$ cat src/rtl/mux_arb_n.sv
// mux_arb_n: registered N-channel valid/ready multiplexer with built-in
// arbitration (fixed priority or round-robin) and a one-stage output register.
// Optional feature macro: MUX_ARB_LOCK_EN -- adds the lock input, which pins
// the grant to the channel currently shown on out_sel.
module mux_arb_n #(
  parameter int  WIDTH    = 16,
  parameter int  CHANNELS = 4,
  parameter int  RR       = 1,
  localparam int SELW     = $clog2(CHANNELS)
) (
  input  logic                      clk,
  input  logic                      rst,
  input  logic [CHANNELS*WIDTH-1:0] in_data,
  input  logic [CHANNELS-1:0]       in_valid,
  output logic [CHANNELS-1:0]       in_ready,
  output logic [WIDTH-1:0]          out_data,
  output logic                      out_valid,
  input  logic                      out_ready,
  output logic [SELW-1:0]           out_sel
`ifdef MUX_ARB_LOCK_EN
  ,
  input  logic                      lock
`endif
);

  logic [SELW-1:0]  r_ptr;
  logic [WIDTH-1:0] r_out_data;
  logic             r_out_valid;
  logic [SELW-1:0]  r_out_sel;

  logic             w_load;
  logic [SELW-1:0]  w_start;
  logic             w_grant_vld;
  logic [SELW-1:0]  w_grant_idx;
  logic [SELW-1:0]  w_ptr_nxt;
  logic             w_locked;

  // The output register can take a new word when empty or being drained;
  // nothing is accepted while reset is asserted.
  assign w_load  = ~rst & (~r_out_valid | out_ready);

  // Fixed priority always searches from channel 0.
  assign w_start = (RR != 0) ? r_ptr : '0;

`ifdef MUX_ARB_LOCK_EN
  logic r_xfer_seen;

  // Lock only applies once out_sel names a channel that actually delivered.
  assign w_locked = lock & (r_out_valid | r_xfer_seen);

  // Remember that at least one transfer happened since reset.
  always_ff @(posedge clk) begin
    if (rst) begin
      r_xfer_seen <= 1'b0;
    end else if (w_load && w_grant_vld) begin
      r_xfer_seen <= 1'b1;
    end
  end
`else
  assign w_locked = 1'b0;
`endif

  // Search upward from the start index with explicit wrap, first valid wins.
  always_comb begin
    int idx;
    idx         = 0;
    w_grant_vld = 1'b0;
    w_grant_idx = '0;
    for (int k = 0; k < CHANNELS; k++) begin
      idx = int'(w_start) + k;
      if (idx >= CHANNELS) begin
        idx = idx - CHANNELS;
      end
      if (!w_grant_vld && in_valid[idx]) begin
        w_grant_vld = 1'b1;
        w_grant_idx = idx[SELW-1:0];
      end
    end
`ifdef MUX_ARB_LOCK_EN
    if (w_locked) begin
      w_grant_idx = r_out_sel;
      w_grant_vld = in_valid[r_out_sel];
    end
`endif
  end

  // One-hot ready towards the granted producer, only when the register loads.
  always_comb begin
    in_ready = '0;
    if (w_load && w_grant_vld) begin
      in_ready[w_grant_idx] = 1'b1;
    end
  end

  // Pointer moves just past the winner; explicit wrap for non-power-of-2 counts.
  assign w_ptr_nxt = (w_grant_idx == SELW'(CHANNELS - 1)) ? '0 : w_grant_idx + 1'b1;

  // Output register and round-robin pointer.
  always_ff @(posedge clk) begin
    if (rst) begin
      r_out_valid <= 1'b0;
      r_out_data  <= '0;
      r_out_sel   <= '0;
      r_ptr       <= '0;
    end else if (w_load) begin
      r_out_valid <= w_grant_vld;
      if (w_grant_vld) begin
        r_out_data <= in_data[w_grant_idx*WIDTH +: WIDTH];
        r_out_sel  <= w_grant_idx;
        if ((RR != 0) && !w_locked) begin
          r_ptr <= w_ptr_nxt;
        end
      end
    end
  end

  assign out_data  = r_out_data;
  assign out_valid = r_out_valid;
  assign out_sel   = r_out_sel;

endmodule

$ cat config.mk
export PLATFORM = sky130hd
export DESIGN_NAME = mux_arb_n
export DESIGN_NICKNAME = d
export VERILOG_FILES = /design/src/rtl/mux_arb_n.sv
export SDC_FILE = /design/constraint.sdc
export NUM_CORES = 1
export LEC_CHECK = 0
export BUFFER_PORTS_ARGS = -buffer_cell sky130_fd_sc_hd__buf_2
export CAP_MARGIN = 20
export CORE_MARGIN = 1
export CORE_UTILIZATION = 40
export DETAILED_ROUTE_END_ITERATION = 8
export HOLD_SLACK_MARGIN = 0.12
export PLACE_DENSITY = 0.87
export SYNTH_ARGS = -nofsm -noshare
export SYNTH_HDL_FRONTEND = slang
export SYNTH_SLANG_ARGS = --single-unit
$ cat constraint.sdc
create_clock -name clk -period 4.96 [get_ports clk]
set_input_delay 0.992 -clock clk [delete_from_list [all_inputs] [get_ports clk]]
set_output_delay 0.992 -clock clk [all_outputs]
set_load 0.005 [all_outputs]
==> metrics.txt <==
status completed; PortBufs 93; EDFF count, synth 0; Clk pin slew, worst setup/hold paths 110 ps; H-tree levels 1; synthesized area 1420 µm²; worst r2r path cells 6; Die ar. about 3800 µm²; DRT Pass-1 Iters 4; Hold Crit Class flip-flop to flip-flop; total number of vias 1534; cts bufs inserted 3; Resized Gates After CTS 0; CP max FO 17; maximum root-to-sink buffer count 2; Post-Syn Nets 240; hold_sp out_sel[0]; origin of the critical flop-to-flop path r_ptr[1]; initial DRC count slightly above 80; CP Capture Type primary output; post-synthesis sequential area ratio 29.7%; setup_tns 0 ps; setup slack after placement 1370 ps; CTS tree yes; DRC viols 0; # IOs 94; unrepaired setup endpoints after global routing false; Slew Limit Fails 0; die height 61.5 µm; fin crit period 3580 ps; YS warnings 0; Cells after Synth 168; flops & latches, synth 21; Core Rows 21; pwr dens 298 nW/µm²; maximum vdd drop 0.148 mV; Critical Path RT 3970 ps; GRT Total Usage 19.5%; Synth async-reset ratio 0%; drt wl/cell 12.3 µm; Hold-fix buffers, CTS 0; total of max-cap violations 0; # fillers 351; largest net degree at the start of global routing 35; number of global-route vias before repair 1369; Root Driver clkbuf_4; Initial Util 42.2%; slew margin rel. between 40 and 50%; mean area per synthesized cell roughly 8.4 µm²; Setup crit start in_valid[2]; PnR worst setup slack 1380 ps; Reg-to-Reg End out_data[15]; Hold Path End out_sel[0]; Post-CTS Setup Bufs 0; NumNets Final between 300 and 400; worst-margin pin slew 795 ps; most common cell after layout, fill and taps aside buf_2; worst reg-to-reg setup slack 2840 ps; # setup viols final 0; Worst Hold Path Cells 2; GR Overflow Total 0; Avg Vias per Cell 5.08; post-route clock period utilization a little over 70%; leakage 0.000971 µW; n_diodes 0; Netlist cell types 35; clk_lat worst skew 300 ps; HPWL Detailed 2780 µm; GPL Wtd Cong 0.719; initial antenna violation count 0; first-pass GRT wire length ~5500 µm; fraction of layout cells with a size suffix above 1 44.1%; synthesis-to-finish area growth 33.7%; main flop type after synthesis dfxtp_1; critical path startpoint category input port; CTS sink count 21; DIE WIDTH a little over 60 µm; crit path DAT 2590 ps; wirelength, routed roughly 3700 µm; commonest non-fill, non-tap cells in the layout buf_2 (93), nand2_1 (38), dfxtp_1 (21); Clock Skew 7.41 ps; Final ANT Viol Nets 0; Final Hold Vio Count 0; f_max 279 MHz; WS Path Type input port to primary output; Core Region approximately 3400 µm²
==> cells by family after synthesis <==
logic type | share of synthesized area [%]
fa+ha+maj | 0.882
compound gates | 30.1
mux | 12.8
simple gates | 18.4
flops | 29.7
buf+inv | 8.12
==> critical path, cell delays in order <==
cell and delay [ps]:
buf_2 120, nor2b_1 130, a311oi_1 440, or2_1 170, buf_4 220, inv_2 80
ha_1 180, and2_1 130, buf_2 120
==> Yosys cell counts (2+ instances only) <==
library cell,number,area [µm²]
a21oi_1,18,90.1
a31o_1,13,114
a31o_2,2,17.5
a31oi_1,8,50.1
mux2i_1,17,170
nor2b_1,3,18.8
clkbuf_1,2,7.51
clkbuf_8,2,27.5
dfxtp_1,21,420
a31oi_2,7,87.6
or3_1,2,12.5
nor2_1,6,22.5
nand2_1,38,143
inv_1,3,11.3
buf_6,2,22.5
o21ai_0,2,10.0
buf_2,4,20.0
==> layout make-up <==
class                           count  area (µm²)  share of cell area [%]
Sequential cell                    21         420                    22.2
Clock buffer                        4        26.3                    1.39
Tap cell                           46        57.6                    3.04
Multi-Input combinational cell    131         888                    46.9
Inverter                            4        15.0                   0.792
Timing Repair Buffer               96         488                    25.7
==> worst max path at each step <==
stage	to	slack [ps]	cells after the start
floorplan	in_ready[3]	1780	6
global placement	in_ready[3]	1420	9
detailed placement	in_ready[3]	1370	9
CTS	in_ready[3]	1370	9
global route	in_ready[3]	1280	9
finish	in_ready[3]	1380	9
==> flip-flops by register name, summed over array words and instances, names as in the netlist <==
register   count
out_data      16
out_sel        2
out_valid      1
r_ptr          2
==> routing by layer <==
layer  track usage [%]  routed length, µm
met5                 0                  0
met4              2.86                 19
met1              21.4               1540
met3              2.52                163
met2              39.9               1980
==> per-stage QoR <==
step | power, µW | hold WS, ps | instance area [µm²] | instances | util (%)
final | 564 | 461 | 1900 | 302 | 56.4
after global routing | 610 | 497 | 1900 | 302 | 56.4
after CTS | 574 | 462 | 1900 | 302 | 56.4
after detailed placement | 489 | 441 | 1870 | 298 | 55.6
after global placement | 484 | 431 | 1870 | 298 | 55.6
after floorplan | 413 | 439 | 1420 | 168 | -
==> power by group <==
group	total, µW	internal [µW]	switching [µW]
clock network	81.4	31.3	50.1
registers	222	202	19.9
logic	261	122	138
Power figures use the tool's default switching activity.
